`config.mk`:
```
export PLATFORM = sky130hd
export DESIGN_NAME = axi_idma_cfg_slave
export DESIGN_NICKNAME = d
export VERILOG_FILES = /design/src/rtl/axi_idma_cfg_slave.sv
export SDC_FILE = /design/constraint.sdc
export NUM_CORES = 1
export LEC_CHECK = 0
export CAP_MARGIN = 20
export CORE_AREA = 4 4 179 181
export DETAILED_ROUTE_END_ITERATION = 16
export DIE_AREA = 0 0 183 185
export GPL_TIMING_DRIVEN = 0
export HOLD_SLACK_MARGIN = 0.12
export PLACE_DENSITY_LB_ADDON = 0.3
export REMOVE_ABC_BUFFERS = 1
export SLEW_MARGIN = 40
export SYNTH_ARGS = -nofsm -noshare
export SYNTH_HDL_FRONTEND = slang
export SYNTH_SLANG_ARGS = --single-unit
```
`constraint.sdc`:
```
create_clock -name clk_i -period 3.7 [get_ports clk_i]
set_input_delay 0.555 -clock clk_i [delete_from_list [all_inputs] [get_ports clk_i]]
set_output_delay 0.555 -clock clk_i [all_outputs]
set_load 0.01 [all_outputs]
```
`src/rtl/axi_idma_cfg_slave.sv`:
```
// AXI4 register responder for the iDMA configuration window: holds the job
// descriptor, launches a job on NEXT_ID reads and counts backend completions.
package axi_idma_cfg_pkg;
    localparam int IdW   = 7;
    localparam int AddrW = 32;
    localparam int DataW = 64;
    localparam int UserW = 1;

    typedef struct packed {
        logic [IdW-1:0]   id;
        logic [AddrW-1:0] addr;
        logic [7:0]       len;
        logic [2:0]       size;
    } axi_ax_t;

    typedef struct packed {
        logic [DataW-1:0]   data;
        logic [DataW/8-1:0] strb;
        logic               last;
    } axi_w_t;

    typedef struct packed {
        logic [IdW-1:0]   id;
        logic [1:0]       resp;
        logic [UserW-1:0] user;
    } axi_b_t;

    typedef struct packed {
        logic [IdW-1:0]   id;
        logic [DataW-1:0] data;
        logic [1:0]       resp;
        logic             last;
        logic [UserW-1:0] user;
    } axi_r_t;

    typedef struct packed {
        axi_ax_t aw;
        logic    aw_valid;
        axi_w_t  w;
        logic    w_valid;
        logic    b_ready;
        axi_ax_t ar;
        logic    ar_valid;
        logic    r_ready;
    } axi_req_t;

    typedef struct packed {
        logic   aw_ready;
        logic   ar_ready;
        logic   w_ready;
        axi_b_t b;
        logic   b_valid;
        axi_r_t r;
        logic   r_valid;
    } axi_rsp_t;
endpackage

module axi_idma_cfg_slave #(
    parameter int unsigned AxiAddrWidth = 32,
    parameter int unsigned AxiDataWidth = 64,
    parameter int unsigned AxiIdWidth   = 7,
    parameter int unsigned AxiUserWidth = 1,
    parameter bit          IsTwoD       = 1'b0,
    parameter type axi_req_t = axi_idma_cfg_pkg::axi_req_t,
    parameter type axi_rsp_t = axi_idma_cfg_pkg::axi_rsp_t
) (
    input  logic        clk_i,
    input  logic        rst_ni,
    input  axi_req_t    axi_req_i,
    output axi_rsp_t    axi_rsp_o,
    output logic        job_valid_o,
    input  logic        job_ready_i,
    output logic [31:0] job_src_o,
    output logic [31:0] job_dst_o,
    output logic [31:0] job_len_o,
    output logic [31:0] job_conf_o,
    output logic [31:0] job_reps_o,
    output logic [31:0] job_id_o,
    input  logic        done_i
);
    localparam logic [7:0] OffConf = 8'h00, OffNextId = 8'h44, OffDoneId = 8'h48,
                           OffDst = 8'hD0, OffSrc = 8'hD8, OffLen = 8'hE0, OffReps = 8'hF8;

    typedef enum logic [2:0] {IDLE, WDATA, WRESP, LAUNCH, RDATA} state_e;
    state_e state_q, state_d;

    logic [AxiIdWidth-1:0] id_q;
    logic [7:0]  off_q, len_q;
    logic        err_q;
    logic [31:0] rdata_q;
    logic [31:0] conf_q, dst_q, src_q, length_q, reps_q;
    logic [31:0] next_id, done_id;

    function automatic logic mapped(input logic [7:0] off);
        case (off)
            OffConf, OffNextId, OffDoneId, OffDst, OffSrc, OffLen: return 1'b1;
            OffReps: return IsTwoD;
            default: return 1'b0;
        endcase
    endfunction

    function automatic logic [31:0] merge(input logic [31:0] old, input logic [31:0] wd,
                                          input logic [3:0] be);
        logic [31:0] res;
        for (int i = 0; i < 4; i++) res[8*i +: 8] = be[i] ? wd[8*i +: 8] : old[8*i +: 8];
        return res;
    endfunction

    // Both ID counters skip 0 on wrap so an ID of 0 never names a real job.
    function automatic logic [31:0] inc_id(input logic [31:0] v);
        return (v == 32'hFFFF_FFFF) ? 32'd1 : v + 32'd1;
    endfunction

    logic [7:0] aw_off, ar_off;
    logic       aw_err, ar_err, aw_hs, ar_hs, w_hs, job_hs, r_hs, launch_rd;
    logic [31:0] rd_val, w_lane;
    logic [3:0]  w_be;
    logic        unused_addr;

    assign aw_off    = axi_req_i.aw.addr[7:0];
    assign ar_off    = axi_req_i.ar.addr[7:0];
    assign aw_err    = !mapped(aw_off) || axi_req_i.aw.len != 8'd0 || axi_req_i.aw.size > 3'd2;
    assign ar_err    = !mapped(ar_off) || axi_req_i.ar.len != 8'd0 || axi_req_i.ar.size > 3'd2;
    assign aw_hs     = state_q == IDLE && axi_req_i.aw_valid;
    assign ar_hs     = state_q == IDLE && !axi_req_i.aw_valid && axi_req_i.ar_valid;
    assign w_hs      = state_q == WDATA && axi_req_i.w_valid;
    assign job_hs    = state_q == LAUNCH && job_ready_i;
    assign r_hs      = state_q == RDATA && axi_req_i.r_ready;
    assign launch_rd = !ar_err && ar_off == OffNextId && length_q != 32'd0;
    assign w_lane    = off_q[2] ? axi_req_i.w.data[AxiDataWidth-1:AxiDataWidth/2]
                                : axi_req_i.w.data[31:0];
    assign w_be      = off_q[2] ? axi_req_i.w.strb[7:4] : axi_req_i.w.strb[3:0];
    assign unused_addr = ^{axi_req_i.aw.addr[AxiAddrWidth-1:8], axi_req_i.ar.addr[AxiAddrWidth-1:8]};

    always_comb begin
        rd_val = 32'd0;
        case (ar_off)
            OffConf:   rd_val = conf_q;
            OffDoneId: rd_val = done_id;
            OffDst:    rd_val = dst_q;
            OffSrc:    rd_val = src_q;
            OffLen:    rd_val = length_q;
            OffReps:   rd_val = reps_q;
            default:   rd_val = 32'd0;
        endcase
    end

    always_comb begin
        state_d = state_q;
        case (state_q)
            IDLE:   if (axi_req_i.aw_valid) state_d = WDATA;
                    else if (axi_req_i.ar_valid) state_d = launch_rd ? LAUNCH : RDATA;
            WDATA:  if (w_hs && axi_req_i.w.last) state_d = WRESP;
            WRESP:  if (axi_req_i.b_ready) state_d = IDLE;
            LAUNCH: if (job_ready_i) state_d = RDATA;
            RDATA:  if (axi_req_i.r_ready && len_q == 8'd0) state_d = IDLE;
            default: state_d = IDLE;
        endcase
    end

    always_ff @(posedge clk_i) begin
        if (!rst_ni) begin
            state_q  <= IDLE;
            id_q     <= '0;
            off_q    <= 8'd0;
            len_q    <= 8'd0;
            err_q    <= 1'b0;
            rdata_q  <= 32'd0;
            conf_q   <= 32'd0;
            dst_q    <= 32'd0;
            src_q    <= 32'd0;
            length_q <= 32'd0;
            reps_q   <= 32'd0;
            next_id  <= 32'd1;
            done_id  <= 32'd0;
        end else begin
            state_q <= state_d;
            if (aw_hs) begin
                id_q  <= axi_req_i.aw.id;
                off_q <= aw_off;
                len_q <= axi_req_i.aw.len;
                err_q <= aw_err;
            end
            if (ar_hs) begin
                id_q    <= axi_req_i.ar.id;
                off_q   <= ar_off;
                len_q   <= axi_req_i.ar.len;
                err_q   <= ar_err;
                rdata_q <= (ar_err || ar_off == OffNextId) ? 32'd0 : rd_val;
            end
            // Writes land only once the whole burst has drained; error bursts never land.
            if (w_hs && axi_req_i.w.last && !err_q) begin
                case (off_q)
                    OffConf: conf_q   <= merge(conf_q, w_lane, w_be);
                    OffDst:  dst_q    <= merge(dst_q, w_lane, w_be);
                    OffSrc:  src_q    <= merge(src_q, w_lane, w_be);
                    OffLen:  length_q <= merge(length_q, w_lane, w_be);
                    OffReps: if (IsTwoD) reps_q <= merge(reps_q, w_lane, w_be);
                    default: ;
                endcase
            end
            if (job_hs) begin
                rdata_q <= next_id;
                next_id <= inc_id(next_id);
            end
            if (r_hs && len_q != 8'd0) len_q <= len_q - 8'd1;
            if (done_i) done_id <= inc_id(done_id);
        end
    end

    logic launching;
    assign launching   = rst_ni && state_q == LAUNCH;
    assign job_valid_o = launching;
    assign job_src_o   = launching ? src_q : 32'd0;
    assign job_dst_o   = launching ? dst_q : 32'd0;
    assign job_len_o   = launching ? length_q : 32'd0;
    assign job_conf_o  = launching ? conf_q : 32'd0;
    assign job_reps_o  = (launching && IsTwoD) ? reps_q : 32'd0;
    assign job_id_o    = launching ? next_id : 32'd0;

    always_comb begin
        axi_rsp_o          = '0;
        axi_rsp_o.aw_ready = rst_ni && state_q == IDLE;
        axi_rsp_o.ar_ready = rst_ni && state_q == IDLE && !axi_req_i.aw_valid;
        axi_rsp_o.w_ready  = rst_ni && state_q == WDATA;
        axi_rsp_o.b_valid  = rst_ni && state_q == WRESP;
        axi_rsp_o.b.id     = id_q;
        axi_rsp_o.b.resp   = err_q ? 2'b10 : 2'b00;
        axi_rsp_o.b.user   = {AxiUserWidth{1'b0}};
        axi_rsp_o.r_valid  = rst_ni && state_q == RDATA;
        axi_rsp_o.r.id     = id_q;
        axi_rsp_o.r.data   = {rdata_q, rdata_q};
        axi_rsp_o.r.resp   = err_q ? 2'b10 : 2'b00;
        axi_rsp_o.r.last   = len_q == 8'd0;
        axi_rsp_o.r.user   = {AxiUserWidth{1'b0}};
    end
endmodule
```
==> impl_metrics.env, run 1 <==
export IMPL_p_leak_nw=6.71
export IMPL_clk_latency_ns=0.54
export IMPL_startpoint="state_q[1]"
export IMPL_wl_per_cell_um=20.6
export IMPL_grt_overflow_total=0
export IMPL_synth_distinct_cells=64
export IMPL_htreeDepth=1
export IMPL_numCtsBuffers=28
export IMPL_cts_root_buffer="clkbuf_16"
export IMPL_ys_warn_count=0
export IMPL_period_share_pct=95.5
export IMPL_placementRows=64
export IMPL_first_pass_iters=9
export IMPL_core_area_sq_um=30400
export IMPL_rsz0062_at_grt="false"
export IMPL_critPathKind="reg2out"
export IMPL_vias=13100
export IMPL_syn_area_sq_um=13600
export IMPL_drive_above_1_share_pct=8.44
export IMPL_ir_drop_v=0.000340
export IMPL_setup_viol=0
export IMPL_drtIter0Drc=1072
export IMPL_synth_async_reset_ratio_pct=0
export IMPL_crit_fanout=29
export IMPL_hold_slack_ns=0.464
export IMPL_critical_path_required_ns=3.14
export IMPL_clock_skew_final_ns=0.0104
export IMPL_die_h_um=185
export IMPL_area_delta_synth_final_pct=36.7
export IMPL_avgSynthCellArea_sq_um=8.49
export IMPL_p_total_mw=7.85
export IMPL_cts_buffer_depth=3
export IMPL_clkSinkCount=251
export IMPL_cts_tree="built"
export IMPL_ys_flop_type="dfxtp_1"
export IMPL_netlist_instances=1599
export IMPL_slew_viol_final=0
export IMPL_slowest_stage="clkdlybuf4s50_1"
export IMPL_dp_cells=2260
export IMPL_antenna_found_initial=1
export IMPL_ys_ff_latch=251
export IMPL_min_from="rst_ni"
export IMPL_dieArea_sq_um=33900
export IMPL_place_ws_ns=-0.265
export IMPL_power_density_nw_per_um2=423
export IMPL_antenna_cells=0
export IMPL_start_kind="flip-flop"
export IMPL_synth_top_area_cell="dfxtp_1"
export IMPL_drcViolationCount=0
export IMPL_vias_per_cell=5.65
export IMPL_clkTransAtPathRegs_ns=0.06
export IMPL_boundaryPins=465
export IMPL_hold_buffers=0
export IMPL_wirelength_mm=47.8
export IMPL_crit_top_cell="buf_8"
export IMPL_setup_slack_ns=0.167
export IMPL_grt_pass1_wl_mm=72.8
export IMPL_final_cell_area_sq_um=18600
export IMPL_holdCritPathClass="in2reg"
export IMPL_finalNetCount=2083
export IMPL_ys_top_cells_by_area="dfxtp_1 (37%), and2_1 (7.4%), mux2i_1 (6.6%)"
export IMPL_status="complete, no violations"
export IMPL_path_cells="nand3b_1, nor2_4, buf_8, buf_8, buf_8, buf_8, and2_1, clkdlybuf4s50_1"
export IMPL_dpl_hpwl_mm=35.4
export IMPL_ant_nets=0
export IMPL_seq_area_frac_synth_pct=37.0
export IMPL_post_route_util_pct=61.0
export IMPL_period_needed_ns=3.53
export IMPL_cp_arrival_ns=2.98
export IMPL_relSlewSlack_pct=42.8
export IMPL_cp_num_buf_inv=5
export IMPL_cp_end_kind="primary output"
export IMPL_synth_top_cell_area_share_pct=37.0
export IMPL_fin_setup_tns_ns=0
export IMPL_r2r_start="state_q[1]"
export IMPL_hold_violations=0
export IMPL_grt_max_degree=97
export IMPL_instances_no_fill=2315
export IMPL_maxCapViolations=0
export IMPL_grt_total_usage_pct=26.6
export IMPL_initial_core_util_pct=44.6
export IMPL_io_buffers=380
export IMPL_gp_congestion=0.833
export IMPL_place_area_sq_um=17500
export IMPL_tightest_slew_ns=0.855
export IMPL_grt_pass1_vias=12700
export IMPL_max_stage_delay_ns=0.55
export IMPL_synth_enable_flop_cells=0
export IMPL_critical_path_top_delay_family="buffers and inverters"
export IMPL_timing_fmax_mhz=283
export IMPL_die_x_um=183
==> path summary, 6_finish.rpt <==
| check | end | slack (ns) | cells after the start |
|---|---|---|---|
| max | job_len_o[30] | 0.17 | 8 |
| min | len_q[1] | 0.46 | 2 |
| max reg2reg | next_id[26] | 0.59 | 7 |
| min reg2reg | len_q[7] | 0.50 | 1 |
==> layout by cell type (no fill, tap or decap), drive strengths merged, types with 7 or more instances in the layout <==
| master | synthesis | layout |
|---|---|---|
| a211oi | 21 | 21 |
| a21oi | 76 | 76 |
| a222oi | 31 | 31 |
| a22oi | 63 | 63 |
| and2 | 161 | 161 |
| and3 | 11 | 11 |
| and4 | 13 | 13 |
| buf | 104 | 36 |
| clkbuf | 79 | 39 |
| clkdlybuf4s50 | 0 | 379 |
| clkinv | 0 | 7 |
| conb | 1 | 36 |
| dfxtp | 251 | 251 |
| inv | 8 | 8 |
| mux2 | 39 | 39 |
| mux2i | 89 | 89 |
| nand2 | 58 | 58 |
| nand3 | 30 | 30 |
| nand4 | 15 | 15 |
| nor2 | 224 | 225 |
| nor3 | 89 | 89 |
| nor4 | 23 | 23 |
| o21a | 32 | 32 |
| o21ai | 46 | 46 |
| or3 | 11 | 11 |
| or4 | 7 | 7 |
| xnor2 | 27 | 27 |
| xor2 | 28 | 28 |
==> worst register-to-register path: stages, from the launching register on <==
cell      delay [ns]
dfxtp_1         0.48
nand4b_2        0.40
nor4_2          0.52
buf_2           0.27
buf_2           0.18
nand4_1         0.28
o21ai_4         0.72
nor2_1          0.13
==> synthesized netlist by cell type (all sizes together) (2+ instances only) <==
cell type,number
nor4b,3
buf,104
nor3,89
o21ai,46
or2,2
a31oi,3
and2,161
nand4b,5
mux2,39
and3,11
or4,7
xor2,28
a21oi,76
xnor2,27
inv,8
a311oi,4
and4,13
nand2b,5
or3,11
nor3b,4
a41o,2
mux2i,89
nor2b,4
clkbuf,79
dfxtp,251
nand3,30
ha,4
o211a,2
nor2,224
or3b,2
nand4,15
nand2,58
a211oi,21
o21a,32
o31ai,4
a222oi,31
nand3b,6
a22oi,63
nor4,23
==> routing by layer <==
metal  track usage [%]  wire length (um)  vias up
li1                  -                 -     6177
met1              33.1             18700     6222
met2              46.8             23700      591
met3              4.62              3690       91
met4              8.70              1680        2
met5                 0                13        -
==> repair_timing <==
action | CTS | global route
endpoints found under the setup margin | 88 | 28
buffers inserted | 1 | 0
resized for setup | 1 | 1
cloned | 1 | 0
pin swaps | 1 | 1
==> cells by family (layout without fill, tap and decap cells) <==
| group | after synthesis | in the layout | synth area share, % |
|---|---|---|---|
| mux | 128 | 128 | 9.80 |
| simple gates | 677 | 678 | 26.9 |
| xor+xnor | 55 | 55 | 3.55 |
| buf+inv | 191 | 475 | 7.70 |
| other cells | 1 | 36 | 0.0276 |
| compound gates | 292 | 292 | 14.6 |
| flops | 251 | 251 | 37.0 |
| fa+ha+maj | 4 | 4 | 0.369 |
==> power breakdown <==
part | switching, mW | internal (mW)
sequential | 0.169 | 2.84
combinational | 0.997 | 0.809
clock | 1.14 | 1.89
==> layout make-up <==
cell class	instances	area, sq um
fill	2596	11900
multi-input combinational	1193	7740
sequential	251	5030
timing repair buffer	415	4230
clock buffer	39	823
tap	396	495
clock inverter	13	193
inverter	8	37.5
==> sequential cells by signal (all words and copies together), names as in the netlist <==
register and flops:
conf_q 32, id_q 7, state_q 3, rdata_q 32
done_id 32, src_q 32, len_q 8, dst_q 32
off_q 8, err_q 1, length_q 32, next_id 32
Note: power is estimated with default switching activity, not from simulation.
==> run 2: changes to the inputs <==
Settings changed: GPL_TIMING_DRIVEN 0 to unset.
==> impl_metrics.env, run 2 (synthesized netlist as in run 1, its figures left out) <==
export IMPL_holdCritPathClass="reg2reg"
export IMPL_status="complete, no violations"
export IMPL_placementRows=64
export IMPL_boundaryPins=465
export IMPL_clock_skew_final_ns=0.0165
export IMPL_place_ws_ns=0.421
export IMPL_timing_fmax_mhz=290
export IMPL_critical_path_required_ns=3.14
export IMPL_cp_end_kind="primary output"
export IMPL_power_density_nw_per_um2=423
export IMPL_grt_total_usage_pct=26.3
export IMPL_cts_root_buffer="clkbuf_16"
export IMPL_area_delta_synth_final_pct=35.9
export IMPL_setup_viol=0
export IMPL_hold_buffers=0
export IMPL_drtIter0Drc=1027
export IMPL_grt_pass1_vias=12600
export IMPL_maxCapViolations=0
export IMPL_critPathKind="reg2out"
export IMPL_ir_drop_v=0.000303
export IMPL_ant_nets=0
export IMPL_place_area_sq_um=17400
export IMPL_initial_core_util_pct=44.6
export IMPL_relSlewSlack_pct=42.8
export IMPL_rr_worst_depth=5
export IMPL_period_share_pct=93.1
export IMPL_instances_no_fill=2316
export IMPL_vias=13000
export IMPL_grt_overflow_total=0
export IMPL_clkTransAtPathRegs_ns=0.06
export IMPL_p_total_mw=7.80
export IMPL_fillers=2633
export IMPL_dp_cells=2265
export IMPL_gp_congestion=0.863
export IMPL_worstSetupEndpoint="job_conf_o[0]"
export IMPL_grt_pass1_wl_mm=72.2
export IMPL_die_h_um=185
export IMPL_cts_resized=0
export IMPL_wirelength_mm=47.7
export IMPL_start_kind="flip-flop"
export IMPL_period_needed_ns=3.44
export IMPL_numCtsBuffers=28
export IMPL_rsz0062_at_grt="false"
export IMPL_final_cell_area_sq_um=18400
export IMPL_vias_per_cell=5.63
export IMPL_htreeDepth=1
export IMPL_setup_slack_ns=0.256
export IMPL_hold_violations=0
export IMPL_cts_tree="built"
export IMPL_rr_endpoint="length_q[21]"
export IMPL_final_cell_mix="clkdlybuf4s50_1 (380), dfxtp_1 (250), nor2_1 (220)"
export IMPL_drcViolationCount=0
export IMPL_post_route_util_pct=60.6
export IMPL_r2r_start="state_q[0]"
export IMPL_startpoint="state_q[0]"
export IMPL_tightest_slew_ns=0.850
export IMPL_final_common_cell="clkdlybuf4s50_1"
export IMPL_core_area_sq_um=30400
export IMPL_crit_fanout=24
export IMPL_cts_buffer_depth=3
export IMPL_finalNetCount=2085
export IMPL_antenna_found_initial=2
export IMPL_drive_above_1_share_pct=8.13
export IMPL_cts_setup_buffers=0
export IMPL_dieArea_sq_um=33900
export IMPL_first_pass_iters=7
export IMPL_dpl_hpwl_mm=34.8
export IMPL_io_buffers=380
export IMPL_p_leak_nw=6.68
export IMPL_r2r_slack_ns=0.73
export IMPL_cp_arrival_ns=2.89
export IMPL_wl_per_cell_um=20.6
export IMPL_clkSinkCount=251
export IMPL_slew_viol_final=0
export IMPL_clk_latency_ns=0.55
export IMPL_die_x_um=183
export IMPL_grt_max_degree=90
-- run 2: cell count changes in the layout (fill, tap and decap cells not counted), moves of 4 or more --
cell | previous run | this run
buf_12 | 1 | 6
buf_8 | 7 | 0
buf_16 | 4 | 0
buf_6 | 10 | 1
buf_2 | 5 | 0
buf_4 | 9 | 31
-- run 2: through the flow --
stage,setup TNS [ns],hold WS [ns]
after floorplan,-592.41,0.452
final,0,0.507
after global routing,0,0.525
after detailed placement,0,0.495
after CTS,0,0.507
after global placement,0,0.484
-- run 2: per-layer routing --
layer | wire, um | track usage (%) | vias up
met5 | 0 | 0 | -
met4 | 1830 | 9.68 | 0
met3 | 3200 | 3.97 | 93
met2 | 23400 | 46.4 | 534
met1 | 19300 | 32.7 | 6248
li1 | - | - | 6167
-- run 2: where the power goes --
group | internal, mW | switching, mW | leakage [nW]
registers | 2.83 | 0.149 | 2.03
logic | 0.774 | 0.992 | 4.15
clock network | 1.91 | 1.15 | 0.499
-- run 2: worst min path at each step --
stage                      startpoint     endpoint  slack (ns)  cells past startpoint
after floorplan              len_q[7]     len_q[7]        0.45                      1
after CTS                 done_id[18]  done_id[18]        0.51                      2
after global routing         len_q[7]     len_q[7]        0.53                      1
after detailed placement     len_q[7]     len_q[7]        0.50                      1
final                     done_id[18]  done_id[18]        0.51                      2
after global placement    next_id[31]  next_id[31]        0.48                      2
-- run 2: critical path, stage by stage (launching register included) --
cell and delay, ns:
dfxtp_1 0.55, nand3b_1 0.23, nor2_4 0.52, buf_4 0.34
and2_1 0.16, clkdlybuf4s50_1 0.54
-- run 2: final cells by class --
class                      count  area (sq um)  share of cell area [%]
multi-input combinational   1192          7700                    41.8
sequential                   251          5030                    27.3
timing repair buffer         418          4170                    22.6
clock buffer                  40           837                    4.54
tap                          396           495                    2.69
clock inverter                 9           170                   0.923
inverter                       8          32.5                   0.176
antenna                        2          5.00                  0.0271
==> run 3: changes to the inputs <==
Settings changed: CORE_AREA 4 4 179 181 to unset, CORE_MARGIN set to 4, CORE_UTILIZATION set to 46, DIE_AREA 0 0 183 185 to unset, GPL_TIMING_DRIVEN set to 0.
Clock period 3.7 ns to 3.4 ns, I/O delays scaled along.
==> impl_metrics.env, run 3 (synthesized netlist as in run 1, its figures left out) <==
export IMPL_status="complete, no violations"
export IMPL_fin_setup_tns_ns=0
export IMPL_hold_slack_ns=0.416
export IMPL_max_stage_delay_ns=0.55
export IMPL_first_pass_iters=9
export IMPL_holdCritPathClass="in2reg"
export IMPL_grt_overflow_total=0
export IMPL_p_total_mw=8.36
export IMPL_start_kind="flip-flop"
export IMPL_antenna_found_initial=0
export IMPL_wirelength_mm=46.8
export IMPL_final_cell_area_sq_um=18400
export IMPL_grt_max_degree=96
export IMPL_htreeDepth=1
export IMPL_cts_buffer_depth=3
export IMPL_vias=13200
export IMPL_dpl_hpwl_mm=34.6
export IMPL_p_leak_nw=6.70
export IMPL_die_x_um=180
export IMPL_area_delta_synth_final_pct=35.9
export IMPL_drtIter0Drc=1276
export IMPL_finalNetCount=2082
export IMPL_cts_root_buffer="clkbuf_16"
export IMPL_slowest_stage="clkdlybuf4s50_1"
export IMPL_power_density_nw_per_um2=453
export IMPL_final_common_cell="clkdlybuf4s50_1"
export IMPL_dieArea_sq_um=32300
export IMPL_timing_fmax_mhz=308
export IMPL_period_share_pct=95.5
export IMPL_placementRows=62
export IMPL_drcViolationCount=0
export IMPL_boundaryPins=465
export IMPL_relSlewSlack_pct=43.3
export IMPL_critPathKind="reg2out"
export IMPL_tightest_slew_ns=0.848
export IMPL_wl_per_cell_um=20.4
export IMPL_clk_latency_ns=0.54
export IMPL_setup_viol=0
export IMPL_place_area_sq_um=17400
export IMPL_final_cell_mix="clkdlybuf4s50_1 (377), dfxtp_1 (248), nor2_1 (220)"
export IMPL_antenna_cells=0
export IMPL_critical_path_required_ns=2.89
export IMPL_crit_fanout=30
export IMPL_crit_top_cell="buf_8"
export IMPL_fillers=2435
export IMPL_cts_tree="built"
export IMPL_cp_end_kind="primary output"
export IMPL_grt_total_usage_pct=27.2
export IMPL_clkTransAtPathRegs_ns=0.06
export IMPL_initial_core_util_pct=46.9
export IMPL_path_cells="nand3b_1, buf_4, nor2_4, buf_16, buf_8, buf_8, and2_1, clkdlybuf4s50_1"
export IMPL_clkSinkCount=251
export IMPL_cp_arrival_ns=2.74
export IMPL_die_h_um=180
export IMPL_period_needed_ns=3.25
export IMPL_gp_congestion=0.856
export IMPL_clock_skew_final_ns=0.0110
export IMPL_vias_per_cell=5.72
export IMPL_grt_pass1_vias=12600
export IMPL_ir_drop_v=0.000298
export IMPL_maxCapViolations=0
export IMPL_numCtsBuffers=28
export IMPL_slew_viol_final=0
export IMPL_ant_nets=0
export IMPL_io_buffers=380
export IMPL_grt_pass1_wl_mm=73.0
export IMPL_rsz0062_at_grt="false"
export IMPL_hold_violations=0
export IMPL_core_area_sq_um=28900
export IMPL_drive_above_1_share_pct=8.15
==> run 3: report_power, final <==
part           switching [mW]  internal [mW]
Combinational            1.07          0.886
Sequential              0.183           3.09
Clock                    1.22           1.91
Total                    2.47           5.89
==> run 3: worst paths after layout <==
check / slack, ns / end / cells after the start / startpoint
max: 0.15 / job_src_o[27] / 8 / state_q[2]
min: 0.42 / len_q[1] / 2 / rst_ni
max reg2reg: 0.47 / next_id[17] / 7 / state_q[2]
min reg2reg: 0.51 / id_q[5] / 2 / id_q[5]
==> run 3: repair_timing <==
item | 4_1_cts | 5_1_grt
gates resized for setup | 1 | 4
hold buffers | 0 | 0
cloned | 1 | 0
setup buffers | 3 | 0
pin swaps | 2 | 0
endpoints found under the setup margin | 112 | 66
==> run 3: cell type report <==
cell class / instances / area (sq um) / area share (%)
clock buffers: 42 / 835 / 4.53
clock inverters: 7 / 118 / 0.638
inverters: 8 / 37.5 / 0.204
well taps: 384 / 480 / 2.61
multi-input cells: 1193 / 7740 / 42.0
flip-flops and latches: 251 / 5030 / 27.3
repair buffers: 414 / 4190 / 22.7
==> run 3: critical path: cells and delay by family, from the launching register on <==
kind / cells / cell delay (ns)
buf+inv: 5 / 1.29
flops: 1 / 0.37
simple gates: 3 / 0.52
==> run 3: metal layers <==
metal,share of wire (%),routed length (um),track usage [%]
met1,40,18700,33.9
met2,50,23400,48.1
met3,7.3,3440,5.15
met4,3.0,1400,7.80
met5,0,0,0
==> run 3: through the flow <==
step / setup slack (ns) / std cells / util (%)
floorplan: -3.71 / 1451 / -
global placement: -12.62 / 2215 / 58.6
detailed placement: -0.419 / 2245 / 60.3
CTS: 0.0379 / 2298 / 63.7
global route: 0.00426 / 2299 / 63.7
finish: 0.152 / 2299 / 63.7
